==> config.mk <==
export PLATFORM = sky130hd
export DESIGN_NAME = mux3_arbiter
export DESIGN_NICKNAME = d
export VERILOG_FILES = /design/src/rtl/mux3_arbiter.sv
export SDC_FILE = /design/constraint.sdc
export NUM_CORES = 1
export LEC_CHECK = 0
export CORE_MARGIN = 2
export CORE_UTILIZATION = 40
export DETAILED_ROUTE_END_ITERATION = 10
export PLACE_DENSITY = 0.79
export SETUP_SLACK_MARGIN = 0.15
export SKIP_LAST_GASP = 1
export SYNTH_ARGS = -nofsm -noshare
export SYNTH_HDL_FRONTEND = slang
export SYNTH_SLANG_ARGS = --single-unit
==> constraint.sdc <==
create_clock -name clk -period 2.6 [get_ports clk]
set_clock_uncertainty 0.15 [all_clocks]
set_input_delay 0.78 -clock clk [delete_from_list [all_inputs] [get_ports clk]]
set_output_delay 0.78 -clock clk [all_outputs]
set_load 0.05 [all_outputs]
==> src/rtl/mux3_arbiter.sv <==
// mux3_arbiter: a three-input round-robin arbiter that registers the data of
// the winning requester and holds it until the downstream accepts it.
//
// Handshake: while valid is high, out/select hold one pending transfer. The
// transfer completes in a cycle where valid & ready; gnt is then one-hot at
// the selected requester for that same cycle. Every completion is followed
// by one IDLE cycle, so the peak rate is one transfer per two cycles. That
// IDLE bubble gives a granted requester one cycle to drop its req.
//
// Optional feature (macro ARB_LOCK_EN): this adds the lock port. If
// lock[select] is high in the completing cycle, the next arbitration goes
// straight back to the same requester when it is still requesting, and
// round-robin is bypassed. Without the macro, arbitration is pure round-robin.
module mux3_arbiter #(
  parameter int WIDTH = 5
) (
  input  logic             clk,
  input  logic             rst_n,
  input  logic [2:0]       req,
  input  logic [WIDTH-1:0] in1,
  input  logic [WIDTH-1:0] in2,
  input  logic [WIDTH-1:0] in3,
  input  logic             ready,
`ifdef ARB_LOCK_EN
  input  logic [2:0]       lock,
`endif
  output logic [1:0]       select,
  output logic [WIDTH-1:0] out,
  output logic             valid,
  output logic [2:0]       gnt
);

  typedef enum logic {
    IDLE = 1'b0,
    BUSY = 1'b1
  } state_t;

  // Requester index that follows idx in the ring 0 -> 1 -> 2 -> 0.
  // The index 3 never occurs; it maps to 0 so that the ring stays closed.
  function automatic logic [1:0] next_idx(input logic [1:0] idx);
    logic [1:0] nxt;
    case (idx)
      2'd0:    nxt = 2'd1;
      2'd1:    nxt = 2'd2;
      default: nxt = 2'd0;
    endcase
    return nxt;
  endfunction

  // Request bit of requester idx. An out-of-range index reads as not requesting.
  function automatic logic req_at(input logic [2:0] r, input logic [1:0] idx);
    logic bit_val;
    case (idx)
      2'd0:    bit_val = r[0];
      2'd1:    bit_val = r[1];
      2'd2:    bit_val = r[2];
      default: bit_val = 1'b0;
    endcase
    return bit_val;
  endfunction

  // Data word of requester idx.
  function automatic logic [WIDTH-1:0] data_at(
    input logic [WIDTH-1:0] d0,
    input logic [WIDTH-1:0] d1,
    input logic [WIDTH-1:0] d2,
    input logic [1:0]       idx
  );
    logic [WIDTH-1:0] word;
    case (idx)
      2'd0:    word = d0;
      2'd1:    word = d1;
      default: word = d2;
    endcase
    return word;
  endfunction

  // Architectural state.
  state_t           state_reg,    state_next;
  logic [1:0]       select_reg,   select_next;
  logic [WIDTH-1:0] out_reg,      out_next;
  logic             valid_reg,    valid_next;
  logic [1:0]       last_gnt_reg, last_gnt_next;
`ifdef ARB_LOCK_EN
  logic             lock_hold_reg, lock_hold_next;
`endif

  // Round-robin candidates in priority order. Candidate 0 is the requester
  // right after last_gnt, and each later candidate is one step further round
  // the ring.
  logic [1:0] cand_idx [3];
  logic [2:0] cand_req;

  for (genvar gi = 0; gi < 3; gi++) begin : g_cand
    if (gi == 0) begin : g_first
      assign cand_idx[gi] = next_idx(last_gnt_reg);
    end else begin : g_rest
      assign cand_idx[gi] = next_idx(cand_idx[gi-1]);
    end
    assign cand_req[gi] = req_at(req, cand_idx[gi]);
  end

  // Pick the first requesting candidate. When nobody requests, this value
  // is not used because the FSM stays in IDLE.
  logic [1:0] rr_idx;

  always_comb begin
    rr_idx = cand_idx[2];
    if (cand_req[0]) begin
      rr_idx = cand_idx[0];
    end else if (cand_req[1]) begin
      rr_idx = cand_idx[1];
    end
  end

  // Final winner. With lock enabled, a held requester that still requests
  // overrides the round-robin result.
  logic [1:0] winner_idx;

  always_comb begin
    winner_idx = rr_idx;
`ifdef ARB_LOCK_EN
    if (lock_hold_reg && req_at(req, last_gnt_reg)) begin
      winner_idx = last_gnt_reg;
    end
`endif
  end

  // The transfer completes in this cycle.
  logic complete;
  assign complete = (state_reg == BUSY) && valid_reg && ready;

  // Next-state and register-update logic for the two-state FSM.
  always_comb begin
    state_next    = state_reg;
    select_next   = select_reg;
    out_next      = out_reg;
    valid_next    = valid_reg;
    last_gnt_next = last_gnt_reg;
`ifdef ARB_LOCK_EN
    lock_hold_next = lock_hold_reg;
`endif
    case (state_reg)
      IDLE: begin
        valid_next = 1'b0;
        if (|req) begin
          state_next  = BUSY;
          select_next = winner_idx;
          out_next    = data_at(in1, in2, in3, winner_idx);
          valid_next  = 1'b1;
`ifdef ARB_LOCK_EN
          // A hold is used by one arbitration only. It is renewed only
          // when lock is high again at the next completion.
          lock_hold_next = 1'b0;
`endif
        end
      end
      BUSY: begin
        // While ready is low, select, out and valid are held. Later changes
        // on req or on the data inputs do not affect them.
        if (complete) begin
          state_next    = IDLE;
          valid_next    = 1'b0;
          last_gnt_next = select_reg;
`ifdef ARB_LOCK_EN
          lock_hold_next = req_at(lock, select_reg);
`endif
        end
      end
      default: begin
        state_next = IDLE;
        valid_next = 1'b0;
      end
    endcase
  end

  // State registers. Reset is asynchronous, so a transfer that is pending
  // when reset is asserted is dropped without a gnt. last_gnt resets to 2 so
  // that requester 0 gets first priority.
  always_ff @(posedge clk or negedge rst_n) begin
    if (!rst_n) begin
      state_reg    <= IDLE;
      select_reg   <= 2'd0;
      out_reg      <= '0;
      valid_reg    <= 1'b0;
      last_gnt_reg <= 2'd2;
    end else begin
      state_reg    <= state_next;
      select_reg   <= select_next;
      out_reg      <= out_next;
      valid_reg    <= valid_next;
      last_gnt_reg <= last_gnt_next;
    end
  end

`ifdef ARB_LOCK_EN
  // Lock-hold flag: set when the completing requester had lock high.
  always_ff @(posedge clk or negedge rst_n) begin
    if (!rst_n) begin
      lock_hold_reg <= 1'b0;
    end else begin
      lock_hold_reg <= lock_hold_next;
    end
  end
`endif

  // One-hot acknowledge decode. It is driven only in a completing cycle, so
  // gnt is 000 whenever valid is low, and also during reset.
  for (genvar gi = 0; gi < 3; gi++) begin : g_gnt
    assign gnt[gi] = complete && (select_reg == 2'(gi));
  end

  assign select = select_reg;
  assign out    = out_reg;
  assign valid  = valid_reg;

endmodule

Word level (Yosys, flattened, before mapping):

Index checks and enable logic that the tools add are counted.

* flip-flop bits (word level): 11
* bits of input ports: 21
* output and inout port bits: 11
* word-level logic and storage cells: 41

* eq/ne operators: 9
* mux-type cells: 13
* bitwise operators: 1
* reductions and logical operators: 13

Operator list (number)
* $pmux W2 S2: 3
* $eq A2 B1 Y1 const B: 5
* $logic_not A2 Y1: 5
* $pmux W5 S2: 1
* $eq A2 B2 Y1 const B: 3
* $pmux W1 S3: 2
* $logic_and A1 B1 Y1: 5
* $mux W2: 2
* $pmux W1 S2: 2
* $reduce_and A2 Y1: 2
* $mux W1: 3
* $reduce_or A3 Y1: 1
* $ne A2 B1 Y1 const B: 1
* $not A1 Y1: 1

Depth between registers and ports, before layout:

* depth in word-level cells: 10
* depth in mapped cells: 6
* depth with buffers taken out: 4

Least setup slack after synthesis:

OpenSTA, ideal clock, no wires.

* kind: input-to-output
* start point: input ready
* end point: output gnt[1]
* arrival time: 2159 ps
* data required time: 1670 ps
* path slack: -489 ps
* stages on the path: 2
* buffers on the path: 0
* path through: nand3_1 > nor3b_1

* cells in the longest elaborated chain, start to end: 2

Ends and longest elaborated chain
* start, declared: RTL line 23 `input logic ready,`
* $logic_and A1 B1 Y1: RTL line 131 `assign complete = (state_reg == BUSY) && valid_reg && ready;`
* $logic_and A1 B1 Y1: RTL line 210 `assign gnt[gi] = complete && (select_reg == 2'(gi));`
* end, declared: RTL line 30 `output logic [2:0] gnt`

No other way between the ends.

Worst setup path after layout:

* start point: register out_reg[2], in the netlist out[2]
* end point: output out[2]

RTL lines
* start, declared: RTL line 81 `logic [WIDTH-1:0] out_reg, out_next;`
* start signal, assigned: RTL line 190 `out_reg <= out_next;`
* end, declared: RTL line 28 `output logic [WIDTH-1:0] out,`

No word-level cell between the ends.

==> impl_results.md <==
* H-tree Lvls at 1
* Pwr Total at 1117 uW
* PortBufs at 31
* Maximum vdd drop at 668.8 uV
* PD cells at 969.7 nW/um^2
* Die ar. at 2007 sq um
* Hold Path Depth at 2
* Leading area contributor after synthesis: dfrtp_1
* Maximum clock rate at 418.7 MHz
* Setup tns final at 0 ns
* Worst path required time at 1.67 ns
* Fin crit share at 91.85%
* P&R area growth vs syn at 73.12%
* Clock buffer depth at 2
* Reg2reg path depth at 4
* Ant diodes at 0
* GRT Residual Overflow at 0
* Root Driver: clkbuf_4
* Placed cells at 122
* Sequential element share of the synthesized area at 41.54%
* Die width at 44.80 um
* # rows at 14
* DP HPWL at 1379 um
* WP buf/inv at 1
* Crit end category: output port
* Nets at 135
* Initial Utilization at 43.18%
* Min Tclk post-route at 2.388 ns
* Mapped Area at 665.6 sq um
* Most frequent cells in the layout: clkdlybuf4s50_1 (24), buf_4 (12), dfrtp_1 (10)
* Commonest non-fill, non-tap cell in the layout: clkdlybuf4s50_1
* Syn Inst Count at 71
* CTS tree: yes
* Clk Latency, worst-skew pair at 0.27 ns
* Pin count of the biggest net entering global routing at 12
* Fin Hold WS at 0.4172 ns
* Reg clk slew, reported paths at 0.07 ns
* Vias at 758
* RR Startpoint: last_gnt_reg[1]
* Placement Setup Slack at -0.2359 ns
* Crit-path max cell delay at 0.82 ns
* Headroom to the max-slew limit at 57.80%
* Share of layout cells above drive strength 1 at 24.78%
* Largest register FFs at 5
* Number of global-route vias before repair at 724
* Routed Antenna Nets at 0
* Pins over their slew limit at 0
* Synth cell types at 30
* Final count of hold timing violations at 0
* TritonCTS Buffers at 3
* Number of synthesis warnings at 0
* RSZ-0062 raised after global routing: no
* WP data arrival at 1.46 ns
* Reg2Reg Setup Slack at 0.82 ns
* Post-synth net total at 92
* Final Wtd Congestion at 0.7323
* Worst setup margin at 0.2119 ns
* Crit start category: flip-flop
* Clk sink count at 11
* Hold_sp: out[3]
* Top Family by Delay on Critical Path: buffers and inverters
* Vias/cell at 5.876
* Endpoints failing setup at 0
* Top post-synthesis cells by area: dfrtp_1 (38%), a21o_1 (5.6%), mux2_2 (5.1%)
* Critical path's slowest cell: clkdlybuf4s50_1
* WHS Endpoint: out[3]
* TritonRoute pass-1 iters at 4
* GRT Total Usage at 23.11%
* Static leakage power at 0.0005008 uW
* Worst-Margin Slew at 0.6272 ns
* Post-Layout Cell Count at 129
* Ys async rst share at 100.0%
* DRT iter0 DRCs at 31
* Cells along the critical path: clkdlybuf4s50_1
* Syn Area/Cell at 9.375 sq um
* Register bit count reported by yosys at 11
* CP Class: reg2out
* Die Height at 44.80 um
* Detailed-route DRC error count at 0
* RR Endpoint: out[2]
* Total core area at 1541 sq um
* Post-synth EDFFs at 0
* I/O Pins at 32
* MaxCap Viol Count at 0
* Post-synth top flop: dfrtp_1
* Initial antenna violation count at 0
* Aggregate routed wire length at 1999 um
* First-pass GRT wire length at 3312 um
* Synth top area share at 37.59%
* Status: finished clean
* WL per Instance at 15.50 um
* Crit-path max FO at 3
* Hold WC Path Type: reg2reg
-- Yosys cell counts, drive strengths merged, types with 2 or more instances --
master / instances
nand2: 3
nor3: 5
a211oi: 3
a21o: 5
buf: 2
inv: 2
dfrtp: 10
a311o: 3
nor3b: 2
and3: 3
and2: 2
a21oi: 4
nor2: 5
a31oi: 2
nand3: 2
mux2: 3
a222oi: 2
-- layer usage --
| metal | up-vias | share of wire [%] | wire length, um | GRT usage, % |
|---|---|---|---|---|
| met1 | 348 | 42 | 834 | 29.23 |
| met2 | 45 | 49 | 978 | 40.58 |
| met5 | - | 0 | 0 | 0 |
| met4 | 0 | 1.6 | 31 | 5.882 |
| li1 | 361 | - | - | - |
| met3 | 4 | 7.8 | 155 | 4.400 |
-- power breakdown --
part           leakage, uW  switching, uW  internal, uW
Sequential        0.000121           97.4           250
Combinational     0.000365            381           272
Clock            0.0000150           58.1          59.4
-- how the worst max path moves through the flow --
stage / end / cells past startpoint / slack [ns] / startpoint
after floorplan: gnt[1] / 2 / 0.17 / ready
after global placement: gnt[2] / 4 / -0.20 / ready
after detailed placement: gnt[2] / 4 / -0.24 / ready
after CTS: gnt[2] / 4 / 0.14 / ready
after global routing: out[0] / 6 / 0.16 / req[0]
final: out[2] / 1 / 0.21 / out[2]
-- through the flow --
step / utilization (%) / cell area, sq um
after floorplan: - / 704.4
after detailed placement: 71.27 / 1099
after global routing: 74.76 / 1152
after CTS: 74.51 / 1149
final: 74.76 / 1152
after global placement: 71.27 / 1099
-- cell type report --
class | count | area [sq um]
Fill cell | 128 | 389.1
Multi-Input combinational cell | 55 | 414.1
Sequential cell | 11 | 276.5
Tap cell | 16 | 20.02
Inverter | 2 | 7.507
Timing Repair Buffer | 41 | 407.9
Clock buffer | 4 | 26.28
-- logic make-up (layout without fill, tap and decap cells) --
| group | count (synthesis) | count (layout) | share of synthesized area, % |
|---|---|---|---|
| AO/OA/AOI/OAI | 23 | 23 | 25.56 |
| AND/OR/NAND/NOR | 29 | 29 | 24.63 |
| flip-flops | 11 | 11 | 41.54 |
| multiplexers | 3 | 3 | 5.075 |
| buffers and inverters | 5 | 47 | 3.195 |
-- timing repair --
action                                  CTS  global route
setup buffers                             2             1
resized for setup                         5             2
pin swaps                                 2             1
hold buffers                              0             0
endpoints found under the setup margin    5             3
Power figures use the tool's default switching activity.
